### src/rtl/pipeline_ctrl_pkg.sv
// ---------------------------------------------------------------------------
// pipeline_ctrl_pkg
// Shared definitions for the five-stage pipeline hazard controller.
//   - forward-select encodings used by the EX-stage operand muxes
//   - resultSrc encoding that marks a load in EX
//   - state type of the multi-cycle (mul/div) occupancy FSM
//   - regHit helper: a write to rd is visible to a read of rs, never for x0
// ---------------------------------------------------------------------------
package pipeline_ctrl_pkg;

   // Operand select for the EX-stage ALU inputs
   localparam logic [1:0] FWD_RF  = 2'b00;
   localparam logic [1:0] FWD_WB  = 2'b01;
   localparam logic [1:0] FWD_MEM = 2'b10;

   // resultSrc value carried by a load instruction
   localparam logic [1:0] RESULT_SRC_LOAD = 2'b01;

   // Width of the multi-cycle down-counter (covers MD_LAT up to 64)
   localparam int MD_CNT_W = 6;

   typedef enum logic {
      ST_RUN     = 1'b0,
      ST_MD_BUSY = 1'b1
   } mdState_t;

   // x0 is hard-wired to zero, so it can never create a dependency
   function automatic logic regHit(input logic [4:0] rd, input logic [4:0] rs);
      return (rd != 5'd0) && (rd == rs);
   endfunction

endpackage

### src/rtl/pipeline_ctrl_if.sv
// ---------------------------------------------------------------------------
// pipeline_ctrl_if
// Bundle of signals exchanged between the datapath and the hazard controller.
//   master : datapath side, drives register/stage info, receives controls
//   slave  : controller side, receives register/stage info, drives controls
// Datapath -> controller:
//   Rs1D, Rs2D       decode-stage source registers
//   Rs1E, Rs2E, RdE  ID/EX source and destination registers
//   resultSrcE       result source of EX instruction (01 = load)
//   pcSrcE           taken branch / jump resolved in EX
//   mdStartE         EX instruction is a multi-cycle op
//   RdM, regWriteM   MEM-stage writeback info
//   RdW, regWriteW   WB-stage writeback info
// Controller -> datapath:
//   stallF/D/E       hold PC, IF/ID, ID/EX
//   flushD/E/M       bubble IF/ID, ID/EX, EX/MEM
//   forwardAE/BE     ALU operand selects
//   mdBusy, mdDone   multi-cycle op status
// ---------------------------------------------------------------------------
interface pipeline_ctrl_if;

   logic [4:0] Rs1D;
   logic [4:0] Rs2D;
   logic [4:0] Rs1E;
   logic [4:0] Rs2E;
   logic [4:0] RdE;
   logic [1:0] resultSrcE;
   logic       pcSrcE;
   logic       mdStartE;
   logic [4:0] RdM;
   logic       regWriteM;
   logic [4:0] RdW;
   logic       regWriteW;

   logic       stallF;
   logic       stallD;
   logic       stallE;
   logic       flushD;
   logic       flushE;
   logic       flushM;
   logic [1:0] forwardAE;
   logic [1:0] forwardBE;
   logic       mdBusy;
   logic       mdDone;

   modport master (
      output Rs1D, Rs2D, Rs1E, Rs2E, RdE, resultSrcE, pcSrcE, mdStartE,
             RdM, regWriteM, RdW, regWriteW,
      input  stallF, stallD, stallE, flushD, flushE, flushM,
             forwardAE, forwardBE, mdBusy, mdDone
   );

   modport slave (
      input  Rs1D, Rs2D, Rs1E, Rs2E, RdE, resultSrcE, pcSrcE, mdStartE,
             RdM, regWriteM, RdW, regWriteW,
      output stallF, stallD, stallE, flushD, flushE, flushM,
             forwardAE, forwardBE, mdBusy, mdDone
   );

endinterface

### src/rtl/pipeline_ctrl_fwd_sel.sv
// ---------------------------------------------------------------------------
// fwd_sel
// Forward-select for one EX-stage ALU operand. The youngest producer (MEM)
// wins over WB so the operand always sees the most recent write.
//   i_rs          source register of the operand in EX
//   i_rdM         destination register in MEM
//   i_regWriteM   MEM instruction writes the register file
//   i_rdW         destination register in WB
//   i_regWriteW   WB instruction writes the register file
//   o_fwd         FWD_MEM / FWD_WB / FWD_RF
// ---------------------------------------------------------------------------
module fwd_sel
   import pipeline_ctrl_pkg::*;
(
   input  logic [4:0] i_rs,
   input  logic [4:0] i_rdM,
   input  logic       i_regWriteM,
   input  logic [4:0] i_rdW,
   input  logic       i_regWriteW,
   output logic [1:0] o_fwd
);

   // Priority select: MEM result is newer than the WB result
   always_comb begin
      o_fwd = FWD_RF;
      if (i_regWriteM && regHit(i_rdM, i_rs)) begin
         o_fwd = FWD_MEM;
      end else if (i_regWriteW && regHit(i_rdW, i_rs)) begin
         o_fwd = FWD_WB;
      end
   end

endmodule

### src/rtl/pipeline_ctrl.sv
// ---------------------------------------------------------------------------
// pipeline_ctrl
// Hazard controller for a five-stage pipeline with a multi-cycle mul/div
// unit in EX. Produces stall/flush controls, operand forwarding selects and
// the multi-cycle occupancy status.
//   MD_LAT  EX cycles occupied by a mul/div op (2..64)
//   clk     rising-edge clock
//   rst     synchronous reset, active low
//   hz      pipeline_ctrl_if.slave bundle (stage info in, controls out)
// While rst is low every control output is forced to its idle value.
// ---------------------------------------------------------------------------
module pipeline_ctrl
   import pipeline_ctrl_pkg::*;
#(
   parameter int MD_LAT = 32
) (
   input  logic             clk,
   input  logic             rst,
   pipeline_ctrl_if.slave   hz
);

   // The RUN cycle that launches the op counts as the first of MD_LAT
   // cycles, and the counter reaching zero marks the last one.
   localparam logic [MD_CNT_W-1:0] MD_CNT_INIT = MD_CNT_W'(MD_LAT - 2);

   mdState_t            r_state;
   logic [MD_CNT_W-1:0] r_mdCnt;

   mdState_t            w_nextState;
   logic [MD_CNT_W-1:0] w_nextMdCnt;
   logic                w_lwStall;
   logic [1:0]          w_fwdA;
   logic [1:0]          w_fwdB;

   logic                w_stallF;
   logic                w_stallD;
   logic                w_stallE;
   logic                w_flushD;
   logic                w_flushE;
   logic                w_flushM;
   logic                w_mdBusy;
   logic                w_mdDone;

   // Operand A reads Rs1E, operand B reads Rs2E
   fwd_sel u_fwdA (
      .i_rs        (hz.Rs1E),
      .i_rdM       (hz.RdM),
      .i_regWriteM (hz.regWriteM),
      .i_rdW       (hz.RdW),
      .i_regWriteW (hz.regWriteW),
      .o_fwd       (w_fwdA)
   );

   fwd_sel u_fwdB (
      .i_rs        (hz.Rs2E),
      .i_rdM       (hz.RdM),
      .i_regWriteM (hz.regWriteM),
      .i_rdW       (hz.RdW),
      .i_regWriteW (hz.regWriteW),
      .o_fwd       (w_fwdB)
   );

   // A load in EX whose destination the decode instruction reads must hold
   // decode one cycle and let a bubble into EX
   assign w_lwStall = (hz.resultSrcE == RESULT_SRC_LOAD) &&
                      (regHit(hz.RdE, hz.Rs1D) || regHit(hz.RdE, hz.Rs2D));

   // State register and occupancy counter; reset aborts any op in flight
   always_ff @(posedge clk) begin
      if (!rst) begin
         r_state <= ST_RUN;
         r_mdCnt <= '0;
      end else begin
         r_state <= w_nextState;
         r_mdCnt <= w_nextMdCnt;
      end
   end

   // Next-state and control outputs. In RUN the load-use and branch effects
   // are ORed together; a taken branch kills a multi-cycle op before it
   // starts. In MD_BUSY the EX instruction is frozen and only the counter
   // decides the controls. Reset overrides everything last.
   always_comb begin
      w_nextState = r_state;
      w_nextMdCnt = r_mdCnt;
      w_stallF    = 1'b0;
      w_stallD    = 1'b0;
      w_stallE    = 1'b0;
      w_flushD    = 1'b0;
      w_flushE    = 1'b0;
      w_flushM    = 1'b0;
      w_mdBusy    = 1'b0;
      w_mdDone    = 1'b0;

      case (r_state)
         ST_RUN: begin
            w_nextMdCnt = '0;
            if (w_lwStall) begin
               w_stallF = 1'b1;
               w_stallD = 1'b1;
               w_flushE = 1'b1;
            end
            if (hz.pcSrcE) begin
               w_flushD = 1'b1;
               w_flushE = 1'b1;
            end
            if (hz.mdStartE && !hz.pcSrcE) begin
               w_nextState = ST_MD_BUSY;
               w_nextMdCnt = MD_CNT_INIT;
               w_mdBusy    = 1'b1;
               w_stallF    = 1'b1;
               w_stallD    = 1'b1;
               w_stallE    = 1'b1;
               w_flushM    = 1'b1;
            end
         end

         ST_MD_BUSY: begin
            w_mdBusy = 1'b1;
            if (r_mdCnt != '0) begin
               w_nextMdCnt = r_mdCnt - 1'b1;
               w_stallF    = 1'b1;
               w_stallD    = 1'b1;
               w_stallE    = 1'b1;
               w_flushM    = 1'b1;
            end else begin
               w_nextState = ST_RUN;
               w_nextMdCnt = '0;
               w_mdDone    = 1'b1;
            end
         end

         default: begin
            w_nextState = ST_RUN;
            w_nextMdCnt = '0;
         end
      endcase

      if (!rst) begin
         w_stallF = 1'b0;
         w_stallD = 1'b0;
         w_stallE = 1'b0;
         w_flushD = 1'b0;
         w_flushE = 1'b0;
         w_flushM = 1'b0;
         w_mdBusy = 1'b0;
         w_mdDone = 1'b0;
      end
   end

   assign hz.stallF    = w_stallF;
   assign hz.stallD    = w_stallD;
   assign hz.stallE    = w_stallE;
   assign hz.flushD    = w_flushD;
   assign hz.flushE    = w_flushE;
   assign hz.flushM    = w_flushM;
   assign hz.mdBusy    = w_mdBusy;
   assign hz.mdDone    = w_mdDone;
   assign hz.forwardAE = rst ? w_fwdA : FWD_RF;
   assign hz.forwardBE = rst ? w_fwdB : FWD_RF;

endmodule

### src/flat_wrapper.sv
// flat-port wrapper written by rule: the top's interface ports become plain ports
module pipeline_ctrl_flat import pipeline_ctrl_pkg::*;
#(
   parameter int MD_LAT = 32
)
  (clk, rst, hz_Rs1D, hz_Rs2D, hz_Rs1E, hz_Rs2E, hz_RdE, hz_resultSrcE, hz_pcSrcE, hz_mdStartE, hz_RdM, hz_regWriteM, hz_RdW, hz_regWriteW, hz_stallF, hz_stallD, hz_stallE, hz_flushD, hz_flushE, hz_flushM, hz_forwardAE, hz_forwardBE, hz_mdBusy, hz_mdDone);
  pipeline_ctrl_if hz_i ();
  input  logic clk;
  input  logic rst;
  input wire logic [$bits(hz_i.Rs1D)-1:0] hz_Rs1D;
  input wire logic [$bits(hz_i.Rs2D)-1:0] hz_Rs2D;
  input wire logic [$bits(hz_i.Rs1E)-1:0] hz_Rs1E;
  input wire logic [$bits(hz_i.Rs2E)-1:0] hz_Rs2E;
  input wire logic [$bits(hz_i.RdE)-1:0] hz_RdE;
  input wire logic [$bits(hz_i.resultSrcE)-1:0] hz_resultSrcE;
  input wire logic [$bits(hz_i.pcSrcE)-1:0] hz_pcSrcE;
  input wire logic [$bits(hz_i.mdStartE)-1:0] hz_mdStartE;
  input wire logic [$bits(hz_i.RdM)-1:0] hz_RdM;
  input wire logic [$bits(hz_i.regWriteM)-1:0] hz_regWriteM;
  input wire logic [$bits(hz_i.RdW)-1:0] hz_RdW;
  input wire logic [$bits(hz_i.regWriteW)-1:0] hz_regWriteW;
  output wire logic [$bits(hz_i.stallF)-1:0] hz_stallF;
  output wire logic [$bits(hz_i.stallD)-1:0] hz_stallD;
  output wire logic [$bits(hz_i.stallE)-1:0] hz_stallE;
  output wire logic [$bits(hz_i.flushD)-1:0] hz_flushD;
  output wire logic [$bits(hz_i.flushE)-1:0] hz_flushE;
  output wire logic [$bits(hz_i.flushM)-1:0] hz_flushM;
  output wire logic [$bits(hz_i.forwardAE)-1:0] hz_forwardAE;
  output wire logic [$bits(hz_i.forwardBE)-1:0] hz_forwardBE;
  output wire logic [$bits(hz_i.mdBusy)-1:0] hz_mdBusy;
  output wire logic [$bits(hz_i.mdDone)-1:0] hz_mdDone;
  assign hz_i.Rs1D = hz_Rs1D;
  assign hz_i.Rs2D = hz_Rs2D;
  assign hz_i.Rs1E = hz_Rs1E;
  assign hz_i.Rs2E = hz_Rs2E;
  assign hz_i.RdE = hz_RdE;
  assign hz_i.resultSrcE = hz_resultSrcE;
  assign hz_i.pcSrcE = hz_pcSrcE;
  assign hz_i.mdStartE = hz_mdStartE;
  assign hz_i.RdM = hz_RdM;
  assign hz_i.regWriteM = hz_regWriteM;
  assign hz_i.RdW = hz_RdW;
  assign hz_i.regWriteW = hz_regWriteW;
  assign hz_stallF = hz_i.stallF;
  assign hz_stallD = hz_i.stallD;
  assign hz_stallE = hz_i.stallE;
  assign hz_flushD = hz_i.flushD;
  assign hz_flushE = hz_i.flushE;
  assign hz_flushM = hz_i.flushM;
  assign hz_forwardAE = hz_i.forwardAE;
  assign hz_forwardBE = hz_i.forwardBE;
  assign hz_mdBusy = hz_i.mdBusy;
  assign hz_mdDone = hz_i.mdDone;
  pipeline_ctrl #(.MD_LAT(MD_LAT)) u_core (.clk(clk), .rst(rst), .hz(hz_i));
endmodule
### config.mk
export PLATFORM = sky130hd
export DESIGN_NAME = pipeline_ctrl_flat
export DESIGN_NICKNAME = d
export VERILOG_FILES = /design/src/rtl/pipeline_ctrl_pkg.sv /design/src/rtl/pipeline_ctrl_if.sv /design/src/rtl/pipeline_ctrl_fwd_sel.sv /design/src/rtl/pipeline_ctrl.sv /design/src/flat_wrapper.sv
export SDC_FILE = /design/constraint.sdc
export NUM_CORES = 1
export LEC_CHECK = 0
export ABC_CLOCK_PERIOD_IN_PS = 2400
export BUFFER_PORTS_ARGS = -buffer_cell sky130_fd_sc_hd__buf_4
export CORE_MARGIN = 2
export CORE_UTILIZATION = 43
export CTS_BUF_LIST = sky130_fd_sc_hd__clkbuf_4 sky130_fd_sc_hd__clkbuf_8 sky130_fd_sc_hd__clkbuf_16
export DETAILED_ROUTE_END_ITERATION = 8
export PLACE_DENSITY_LB_ADDON = 0.3
export SYNTH_ARGS = -nofsm -noshare
export SYNTH_HDL_FRONTEND = slang
export SYNTH_SLANG_ARGS = --single-unit
### constraint.sdc
create_clock -name clk -period 2.4 [get_ports clk]
set_input_delay 0.48 -clock clk [delete_from_list [all_inputs] [get_ports clk]]
set_output_delay 0.48 -clock clk [all_outputs]
set_load 0.005 [all_outputs]
# Word level (Yosys, flattened, before mapping)
# Cells that the tools add are included.
# totals
register_bits,7
output_inout_bits,12
wordCells,57
# classes
add_sub_neg,1
n_eq_ne,7
mux,28
bitwise,1
n_reduce_logical,18
# ops
operator,n
5-bit == test,6
1-bit two-way mux,18
5-bit nonzero test,3
1-bit logical AND,12
6-bit case mux with 2 select lines,1
2-bit two-way mux,4
6-bit two-way mux,1
1-bit case mux with 2 select lines,3
6-bit nonzero test,1
6-bit by 1-bit subtractor with 6-bit output (second input constant),1
5-bit two-way mux,1
2-bit by 1-bit == test with 1-bit output (second input constant),1
1-bit logical NOT,1
1-bit logical OR,1
1-bit inverter,1

# Longest topological paths before layout
# Gate-level depths: netlist of run 1.
# depth
word_depth,8
mapped_depth,7

# Cells and area by module
# From an unflattened synthesis of run 1, not the netlist that was laid out.
# unflattened
hier_cells,106
area_unflattened_um2,843.3
# modules_own_cells
mod,n_inst,cells_each,area_per_inst_um2,seq_area_each_um2
pipeline_ctrl,1,66,540.5,140.1
fwd_sel,2,20,151.4,0.0

# Least setup slack after synthesis of run 1
# Ideal clock, no wire load.
# synth_path
kind,input -> output
startpoint,input port hz_RdM[1]
endpoint,output port hz_forwardAE[0]
arrival_ps,1502
required_time_ps,1920
setup_slack_ps,418
stages,4
path_buffers,0
cell_sequence,or4_1 o21ai_2 nor4_1 nor4_2
# synth_via
elab_chain_cells,5
elab_cells_between_ends,6
# synth_lines
element,line,source
"start, declared",flat_wrapper.sv:18,input wire logic [$bits(hz_i.RdM)-1:0] hz_RdM;
5-bit == test or 5-bit nonzero test (tied branches),pipeline_ctrl_pkg.sv:29,return (rd != 5'd0) && (rd == rs);
1-bit logical AND *,pipeline_ctrl_pkg.sv:29,
1-bit logical AND *,pipeline_ctrl_fwd_sel.sv:26,"if (i_regWriteM && regHit(i_rdM, i_rs)) begin"
2-bit two-way mux *,pipeline_ctrl_fwd_sel.sv:26,
2-bit two-way mux *,pipeline_ctrl.sv:159,assign hz.forwardAE = rst ? w_fwdA : FWD_RF;
"end, declared",flat_wrapper.sv:28,output wire logic [$bits(hz_i.forwardAE)-1:0] hz_forwardAE;
# Mark *: on every way between the ends. The rest lies on a longest branch, timed or not.

# Worst setup path in the final report of run 1
# layout_path
startpoint,input port hz_RdM[1]
endpoint,output port hz_forwardBE[0]
# layout_via
elab_chain_cells,5
elab_cells_between_ends,6
# layout_lines
element,line,source
5-bit == test or 5-bit nonzero test (tied branches),pipeline_ctrl_pkg.sv:29,
1-bit logical AND *,pipeline_ctrl_pkg.sv:29,
1-bit logical AND *,pipeline_ctrl_fwd_sel.sv:26,
2-bit two-way mux *,pipeline_ctrl_fwd_sel.sv:26,
2-bit two-way mux *,pipeline_ctrl.sv:160,assign hz.forwardBE = rst ? w_fwdB : FWD_RF;
"end, declared",flat_wrapper.sv:29,output wire logic [$bits(hz_i.forwardBE)-1:0] hz_forwardBE;
# Marked as above.

==> implementation parameters, run 1 <==
Parameter                              Value

Status
  Status ... finished clean

Cells and area
  Number of nets in the final layout ... 199
  Layout-stage area growth over the synthesis result ... 57.56%
  Number of fill cells in the layout ... 135
  Share of final-layout standard cells stronger than drive strength 1 ... 0.4118
  Final Core Density ... 0.7179
  Leading cell type in the layout, fill and taps excluded ... sky130_fd_sc_hd__buf_4
  Antenna diode instance count ... 0
  Commonest non-fill, non-tap cells in the layout ... 54 x sky130_fd_sc_hd__buf_4, 25 x sky130_fd_sc_hd__xor2_1, 8 x sky130_fd_sc_hd__xnor2_1, 8 x sky130_fd_sc_hd__nor2_1, 7 x sky130_fd_sc_hd__dfxtp_1

Synth
  Net count after synthesis ... 143
  Dominant cells by area after synthesis ... sky130_fd_sc_hd__xor2_1 28%, sky130_fd_sc_hd__dfxtp_1 18%, sky130_fd_sc_hd__xnor2_1 9.0%
  Post-synthesis register bit count ... 7
  Distinct cell type count after synthesis ... 26
  Post-synthesis instance area ... a little under 800 µm²
  Count of mapped cells out of synthesis ... 98
  Post-synthesis sequential area ratio ... 0.1801
  Synth top area share ... 0.2814
  Most area-hungry cell type in the Yosys netlist ... sky130_fd_sc_hd__xor2_1
  Yosys warning count ... 0
  Mean Syn Cell Area ... 7.941 µm²

Clock network
  Number of hold-repair buffers added at the cts stage ... 0
  Insertion delay of the later-clocked pin in the worst-skew pair ... 260 ps
  Clock-pin slew reported for the worst setup and hold paths after clock tree synthesis ... roughly 60 ps
  Clock H-tree levels ... 1
  Cts bufs inserted ... 3
  Gates resized, CTS repair ... 0
  CTS Root Buffer Type ... sky130_fd_sc_hd__clkbuf_4
  Clk sinks ... 7
  TritonCTS clock tree ... built
  Post-CTS setup buffer count ... 0
  Number of buffers on the longest clock path ... 2

Power
  NetSw ... 0.1405 mW
  Total power ... 0.4471 mW
  Sequential fraction of design power ... 0.300
  Comb power frac ... 0.424
  Switch share ... 0.3142
  Static leakage power ... 0.5974 nW
  Clock share of power ... 0.276
  Power per unit of standard cell area ... 364.6 mW/mm²
  Maximum vdd ir drop ... 0.2891 mV
  Internal portion of total power ... 0.3066 mW

STA
  Total count of hold-check failures in the final report ... 0
  Max-slew headroom ... 0.7297
  Fin Clk Skew ... roughly 3.7 ps
  RSZ-0062 raised after global routing ... false
  Maximum clock frequency ... 0.4342 GHz
  Final critical-path share of the clock period ... 0.9596
  Transition time at the pin with the least slew margin ... approximately 400 ps
  Final-layout setup total negative slack ... 0 ps
  Final Max Slew Viols ... 0
  Period minus WS final ... between 2000 and 2500 ps
  Setup-failing EPs final ... 0

Floorplanning
  Die area ... approximately 0.0022 mm²
  Number of cell rows ... 15
  Width of the die ... 46.54 µm
  # IOs ... 55
  Vertical die dimension ... 46.54 µm
  Area of the placeable core ... ~0.0017 mm²
  Initial cell density of the core ... 0.4557

Setup path
  Worst reg2reg path depth ... 6
  Nature of the critical path startpoint ... primary input
  Capture instance of the worst register-to-register path ... u_core.r_mdCnt[2]
  Register-to-register setup slack ... 950 ps
  Start point of the critical path ... hz_RdM[1]
  Required time of the worst setup path ... 1920 ps
  Crit path to ... hz_forwardBE[0]
  Data arrival time of the critical path ... roughly 1800 ps
  Critical path type ... in2out
  Crit end category ... output pin
  Startpoint of the lowest-slack register-to-register path ... u_core.r_mdCnt[0]
  Maximum net fanout on the critical path ... 3

Global routing
  Largest net degree at the start of global routing ... 11
  Overall global routing resource usage ... 0.2215
  Via count of the first global-routing pass ... 807
  Number of antenna violations at the first check in global routing ... 0
  First-pass GRT wire length ... 3456 µm
  Remaining Overflow, GRT ... 0

Hold path
  Hold WC Path Type ... reg2reg

Routing
  Total length of routed wires ... 2139 µm
  Per-cell via count in the routed design ... 4.882
  Detailed-route wire length per cell ... roughly 12 µm
  Count of unresolved DRC violations after routing ... 0
  Number of DRC violations after detailed-routing iteration 0 ... 10
  Iteration count of the initial detailed-routing pass ... 4
  Final antenna-violating net count ... 0
  Routed via count ... ~870

Job
  Max cap viols ... 0

Place
  Final RePlAce weighted congestion ... 0.9083
  Detailed placer's ending HPWL ... ~1900 µm
  Buffers added on ports ... 54
==> per-stage QoR <==
step	hold WS (ps)	instances	worst slack, ps	area, µm²
final	446.3	178	96.95	1226
after global routing	462.6	178	45.43	1226
after CTS	447.0	178	91.49	1226
after detailed placement	434.7	174	91.97	1196
after global placement	423.2	174	125.8	1196
after floorplan	412.8	98	418.4	778.2
==> worst max-delay path, cell delays in order <==
cell and delay [ps]:
sky130_fd_sc_hd__buf_4 130, sky130_fd_sc_hd__or4_1 540, sky130_fd_sc_hd__o21ai_2 150, sky130_fd_sc_hd__nor4_1 90, sky130_fd_sc_hd__nor4_2 280, sky130_fd_sc_hd__buf_4 150
==> layout make-up <==
class / instances / area (µm²) / area share
Clock buffer: 4 / 30.03 / 0.02449
Inverter: 5 / 18.77 / 0.01531
Multi-Input combinational cell: 83 / 600.6 / 0.4898
Sequential cell: 7 / 140.1 / 0.1143
Tap cell: 25 / 31.28 / 0.02551
Timing Repair Buffer: 54 / 405.4 / 0.3306
==> state kept, by name (all words and copies together), names as in the netlist <==
register	flops
u_core.r_mdCnt	6
u_core.r_state	1
==> power groups by stage <==
stage                     Sequential [mW]  Combinational, mW  Clock, mW
after CTS                           0.134              0.191      0.128
after global routing                0.136              0.210      0.129
after floorplan                     0.132             0.0953          0
final                               0.134              0.190      0.123
after detailed placement            0.136              0.190          0
after global placement              0.136              0.185          0
==> synthesized netlist by cell type (all sizes together) <==
cell,count
xor2,25
nor2,8
xnor2,8
dfxtp,7
inv,5
or4,5
a21oi,4
nand2,4
nand3,4
nor3,4
nor4,4
o21ai,3
and2,2
buf,2
ha,2
nor2b,2
o31ai,2
a22oi,1
and3,1
clkbuf,1
mux2i,1
nand3b,1
o211ai,1
or2,1
==> cells by family after synthesis <==
logic type,after synthesis,share of synthesized area
simple gates,36,0.2669
xor+xnor,33,0.3714
compound gates,11,0.08843
buf+inv,8,0.04822
flops,7,0.1801
fa+ha+maj,2,0.03215
mux,1,0.01286
==> layer usage <==
layer	part of all wire	global-route usage	vias to the layer above
li1	-	-	443
met1	0.41	0.2791	397
met2	0.53	0.3861	27
met3	0.052	0.05098	2
met4	0.0037	0.03429	0
met5	0	0	-
==> worst min-delay path by stage <==
stage / from / slack, ps / depth (start not counted) / endpoint
after detailed placement: u_core.r_mdCnt[0] / 430 / 1 / u_core.r_mdCnt[0]
after CTS: u_core.r_mdCnt[0] / 450 / 1 / u_core.r_mdCnt[0]
after floorplan: u_core.r_mdCnt[0] / 410 / 1 / u_core.r_mdCnt[0]
final: u_core.r_mdCnt[0] / 450 / 1 / u_core.r_mdCnt[0]
after global routing: u_core.r_mdCnt[0] / 460 / 1 / u_core.r_mdCnt[0]
after global placement: u_core.r_mdCnt[0] / 420 / 1 / u_core.r_mdCnt[0]
Note: power is estimated with default switching activity, not from simulation.
==> run 2, diff against run 1 <==
ABC_CLOCK_PERIOD_IN_PS = 1950   (was 2400)
BUFFER_PORTS_ARGS = unset   (was -buffer_cell sky130_fd_sc_hd__buf_4)
CORE_MARGIN = unset   (was 2)
CORE_UTILIZATION = 55   (was 43)
DONT_BUFFER_PORTS = 1   (was unset)
clock period = 1.95 ns   (was 2.4 ns; I/O delays follow)
==> run 2 against run 1 <==
Effect of this change:
- global-route usage rose by 2.1 points
- largest power group is now sequential cells
- critical path type is now reg2out
- routed wire length fell by 20%
- setup slack got worse by 30 ps
- register-to-register slack got worse by 370 ps
- core utilization fell by 6.3 points
- non-clock buffer count fell by 53
==> implementation parameters, run 2 (synthesized netlist as in run 1, its figures left out) <==
Parameter                              Value

STA
  Final critical-path share of the clock period ... 0.9659
  Min Hold Slack ... 279.0 ps
  Period minus WS final ... about 1900 ps
  Max-slew headroom ... 0.6796
  Setup-failing EPs final ... 0
  Final Max Slew Viols ... 0
  RSZ-0062 raised after global routing ... false
  Transition time at the pin with the least slew margin ... approximately 480 ps
  Fin Clk Skew ... 1.718 ps
  Maximum clock frequency ... 0.5309 GHz
  Final-layout setup total negative slack ... 0 ps
  Total count of hold-check failures in the final report ... 0

Floorplanning
  Area of the placeable core ... 0.001301 mm²
  Initial cell density of the core ... 0.5981
  # IOs ... 55
  Number of cell rows ... 13
  Width of the die ... around 40 µm
  Die area ... approximately 0.0016 mm²
  Vertical die dimension ... roughly 40 µm

Cells and area
  Flip-flop count of the largest register, all copies and words added ... 6
  Commonest non-fill, non-tap cells in the layout ... 25 x sky130_fd_sc_hd__xor2_1, 8 x sky130_fd_sc_hd__xnor2_1, 8 x sky130_fd_sc_hd__nor2_1
  Share of final-layout standard cells stronger than drive strength 1 ... 0.2000
  Finished Layout Cells ... approximately 120
  Antenna diode instance count ... 0
  Number of nets in the final layout ... between 100 and 150
  Largest registers in the final layout ... u_core.r_mdCnt (6), u_core.r_state (1)
  Layout-stage area growth over the synthesis result ... 9.486%
  Final Core Density ... 0.6548
  Leading cell type in the layout, fill and taps excluded ... sky130_fd_sc_hd__xor2_1
  Top register by number of flip-flops ... u_core.r_mdCnt
  Number of fill cells in the layout ... 126

Setup path
  Required time of the worst setup path ... ~1600 ps
  Data arrival time of the critical path ... 1490 ps
  Crit end category ... output pin
  Nature of the critical path startpoint ... register
  Worst reg2reg path depth ... 6
  Critical path type ... reg2out
  Maximum net fanout on the critical path ... 5

Clock network
  Clock-pin slew reported for the worst setup and hold paths after clock tree synthesis ... 60 ps
  CTS Root Buffer Type ... sky130_fd_sc_hd__clkbuf_4
  Insertion delay of the later-clocked pin in the worst-skew pair ... 260 ps
  Clk sinks ... 7
  Number of hold-repair buffers added at the cts stage ... 0
  Number of buffers on the longest clock path ... 2
  TritonCTS clock tree ... built
  Cts bufs inserted ... 3
  Clock H-tree levels ... 1

Place
  Detailed placer's ending HPWL ... 1422 µm
  Buffers added on ports ... 0
  Dpl cells ... 110
  Final RePlAce weighted congestion ... 0.7203

Routing
  Number of DRC violations after detailed-routing iteration 0 ... 7
  Per-cell via count in the routed design ... 6.017
  Detailed-route wire length per cell ... 14.84 µm
  Total length of routed wires ... 1707 µm
  Iteration count of the initial detailed-routing pass ... 4
  Routed via count ... 692
  Final antenna-violating net count ... 0
  Count of unresolved DRC violations after routing ... 0

Power
  Maximum vdd ir drop ... 0.3562 mV
  Total power ... 0.4443 mW
  Static leakage power ... 0.3481 nW
  Power per unit of standard cell area ... approximately 520 mW/mm²

Global routing
  First-pass GRT wire length ... 2490 µm
  Overall global routing resource usage ... 0.2426
  Number of antenna violations at the first check in global routing ... 0
  Remaining Overflow, GRT ... 0
  Largest net degree at the start of global routing ... 11
  Via count of the first global-routing pass ... 629

Hold path
  Hold WC Path Type ... in2reg
  Instance count along the most critical hold path ... 2

Status
  Status ... finished clean

Job
  Max cap viols ... 0
-- run 2: changes by cell type in the layout (fill, tap and decap cells not counted), moves of 2 or more --
cell / before / now
sky130_fd_sc_hd__dfxtp_2: 0 / 2
sky130_fd_sc_hd__inv_2: 0 / 2
sky130_fd_sc_hd__dfxtp_1: 7 / 5
sky130_fd_sc_hd__buf_4: 54 / 1
sky130_fd_sc_hd__inv_1: 5 / 2
-- run 2: critical path, stage by stage (launching register included) --
cell and delay [ps]:
sky130_fd_sc_hd__dfxtp_2 330, sky130_fd_sc_hd__inv_2 40, sky130_fd_sc_hd__ha_1 180, sky130_fd_sc_hd__nor2b_4 130, sky130_fd_sc_hd__and3_4 180, sky130_fd_sc_hd__or2_4 290, sky130_fd_sc_hd__o31ai_4 80
-- run 2: metal layers --
metal  wire length (µm)  share of wire  vias up  global-route usage
met5                  0              0        -                   0
met4                 27          0.016        0              0.1034
met3                159          0.093        5             0.06818
met2                875           0.51       44              0.4385
met1                645           0.38      305              0.2560
li1                   -              -      338                   -
-- run 2: timing repair --
| action | 4_1_cts | 5_1_grt |
|---|---|---|
| gates resized for setup | 5 | 8 |
| setup buffers | 0 | 1 |
| setup endpoints to repair | 4 | 6 |
| pin swaps | 0 | 3 |
-- run 2: area by class of cell --
| type | instances | area (µm²) | share of cell area |
|---|---|---|---|
| multi-input cells | 83 | 634.4 | 0.7445 |
| flip-flops and latches | 7 | 142.6 | 0.1674 |
| clock buffers | 3 | 22.52 | 0.02643 |
| inverters | 5 | 21.27 | 0.02496 |
| well taps | 15 | 18.77 | 0.02203 |
| repair buffers | 1 | 7.507 | 0.008811 |
| clock inverters | 1 | 5.005 | 0.005874 |
-- run 2: worst paths after layout --
| check | from | endpoint | slack (ps) |
|---|---|---|---|
| worst max-delay path | u_core.r_mdCnt[0] | hz_stallD | 70 |
| worst min-delay path | rst | u_core.r_mdCnt[0] | 280 |
| worst max register to register | u_core.r_mdCnt[0] | u_core.r_mdCnt[1] | 580 |
| worst min register to register | u_core.r_mdCnt[0] | u_core.r_mdCnt[0] | 500 |
-- run 2: through the flow --
stage | setup slack, ps | area (µm²)
finish | 66.51 | 852.1
global route | 7.604 | 852.1
CTS | 1.920 | 815.8
detailed placement | 15.54 | 778.2
global placement | 97.49 | 778.2
floorplan | 148.4 | 778.2
-- run 2: power breakdown --
part	switching [mW]	internal (mW)	leakage [nW]	total, mW
Combinational	0.0675	0.0746	0.272	0.142
Clock	0.0601	0.0752	0.0177	0.135
Sequential	0.0126	0.154	0.0583	0.167
==> run 3, diff against run 2 <==
ABC_CLOCK_PERIOD_IN_PS = 1500   (was 1950)
clock period = 1.5 ns   (was 1.95 ns; I/O delays follow)
==> run 3 against run 2 <==
Effect of this change:
- the run now ends with setup timing left
- final cell count grew 7.8%
- first-iteration DRC count shrank 29%
- core utilization grew 11 points
- sequential power grew 29%
- via count grew 5.2%
- total power grew 47%
- non-clock buffer count grew 9
- sequential share of layout area shrank 2.5 points
- combinational power grew 72%
- critical path depth is the same
- final area grew 17%
==> implementation parameters, run 3 (synthesized netlist as in run 1, its figures left out) <==
Parameter                              Value

Global routing
  Fraction of met2 tracks used by global routing ... 0.5041
  Remaining Overflow, GRT ... 0
  First-pass GRT wire length ... roughly 2700 µm
  Largest net degree at the start of global routing ... 9
  Most Used Layer, Global Route ... met2
  Number of antenna violations at the first check in global routing ... 0
  Global routing met3 resource utilization ... 0.07386
  Overall global routing resource usage ... 0.2608
  Via count of the first global-routing pass ... 648
  Fraction of met1 tracks used by global routing ... 0.2375

STA
  Final-layout setup total negative slack ... -1238 ps
  Period minus WS final ... ~1700 ps
  Total count of hold-check failures in the final report ... 0
  Final Max Slew Viols ... 0
  RSZ-0062 raised after global routing ... true
  Final critical-path share of the clock period ... 1.131
  Max-slew headroom ... 0.7342
  Maximum clock frequency ... 0.5895 GHz
  Min Hold Slack ... 192.5 ps
  Final setup margin ... -196.3 ps
  Fin Clk Skew ... 1.167 ps
  Setup-failing EPs final ... 8
  Transition time at the pin with the least slew margin ... 398.8 ps

Setup path
  Required time of the worst setup path ... ~1200 ps
  Data arrival time of the critical path ... 1400 ps
  Start point of the critical path ... u_core.r_mdCnt[1]
  Crit end category ... output pin
  Nature of the critical path startpoint ... register
  Maximum net fanout on the critical path ... 3
  Critical path type ... reg2out
  Startpoint of the lowest-slack register-to-register path ... u_core.r_mdCnt[1]

Routing
  Detailed-route wire length per cell ... around 15 µm
  Count of unresolved DRC violations after routing ... 0
  Total length of routed wires ... 1860 µm
  Iteration count of the initial detailed-routing pass ... 5
  Routed via count ... 728
  Final antenna-violating net count ... 0
  Number of DRC violations after detailed-routing iteration 0 ... 5
  Per-cell via count in the routed design ... ~5.9

Floorplanning
  Initial cell density of the core ... 0.5981
  Number of cell rows ... 13
  # IOs ... 55
  Vertical die dimension ... 39.62 µm
  Die area ... 0.001569 mm²
  Area of the placeable core ... roughly 0.0013 mm²
  Width of the die ... ~40 µm

Cells and area
  Final Core Density ... 0.7683
  Commonest non-fill, non-tap cells in the layout ... 25 x sky130_fd_sc_hd__xor2_1, 9 x sky130_fd_sc_hd__buf_4, 8 x sky130_fd_sc_hd__xnor2_1
  Top register by number of flip-flops ... u_core.r_mdCnt
  Share of final-layout standard cells stronger than drive strength 1 ... 0.3578
  Finished Layout Cells ... about 120
  Post-layout instance area ... roughly 1000 µm²
  Antenna diode instance count ... 0
  Number of nets in the final layout ... 155
  Leading cell type in the layout, fill and taps excluded ... sky130_fd_sc_hd__xor2_1
  Largest registers in the final layout ... u_core.r_mdCnt (6), u_core.r_state (1)
  Layout-stage area growth over the synthesis result ... 28.46%
  Flip-flop count of the largest register, all copies and words added ... 6

Clock network
  Number of buffers on the longest clock path ... 2
  Clock H-tree levels ... 1
  TritonCTS clock tree ... built
  Clk sinks ... 7
  Clock-pin slew reported for the worst setup and hold paths after clock tree synthesis ... 50 ps
  Insertion delay of the later-clocked pin in the worst-skew pair ... 260 ps
  Cts bufs inserted ... 3
  CTS Root Buffer Type ... sky130_fd_sc_hd__clkbuf_4
  Number of hold-repair buffers added at the cts stage ... 0

Job
  Max cap viols ... 0

Power
  Power per unit of standard cell area ... 653.1 mW/mm²
  Maximum vdd ir drop ... 0.2942 mV
  Total power ... 0.6529 mW
  Static leakage power ... 0.4015 nW

Place
  Dpl cells ... 117
  Detailed placer's ending HPWL ... 1547 µm
  Final RePlAce weighted congestion ... 0.7186
  Buffers added on ports ... 0
  DP Worst Slack ... -143.4 ps
  Cell area after placement ... approximately 900 µm²

Status
  Violated checks ... setup timing
  Status ... complete, but fails checks

Hold path
  Startpoint of the most critical hold path ... rst
  Hold WC Path Type ... in2reg
[run 3: changes by cell type in the layout (fill, tap and decap cells not counted), sizes merged]
cell,delta
clkbuf,+1
clkinv,-1
buf,+9
[run 3: area by class of cell]
cell class | instances | area [µm²]
inverters | 5 | 21.27
multi-input cells | 83 | 708.2
fillers | 95 | 301.5
flip-flops and latches | 7 | 142.6
repair buffers | 10 | 78.83
clock buffers | 4 | 30.03
well taps | 15 | 18.77
[run 3: per-layer routing]
layer / share of wire / wire, µm / up-vias
li1: - / - / 354
met1: 0.32 / 586 / 334
met2: 0.59 / 1101 / 37
met3: 0.078 / 146 / 3
met4: 0.014 / 26 / 0
met5: 0 / 0 / -
[run 3: worst max-delay path: stages, from the launching register on]
cell	delay, ps
sky130_fd_sc_hd__dfxtp_2	330
sky130_fd_sc_hd__inv_2	50
sky130_fd_sc_hd__ha_4	150
sky130_fd_sc_hd__nor2b_4	120
sky130_fd_sc_hd__and3_4	170
sky130_fd_sc_hd__or2_4	260
sky130_fd_sc_hd__o31ai_4	70
[run 3: final timing paths]
path	endpoint	slack, ps	cells past startpoint
setup / recovery	hz_stallD	-200	6
hold / removal	u_core.r_mdCnt[0]	190	2
setup reg to reg	u_core.r_mdCnt[1]	90	7
hold reg to reg	u_core.r_mdCnt[0]	510	2
[run 3: what timing repair did]
action	CTS	global route
buffers inserted	2	1
endpoints found under the setup margin	9	11
gates resized for setup	6	5
pin swaps	3	2
endpoints found under the hold margin	0	0
[run 3: power by group]
group	switching, mW	internal, mW
logic	0.111	0.133
clock network	0.0736	0.120
registers	0.0154	0.201
total	0.200	0.453
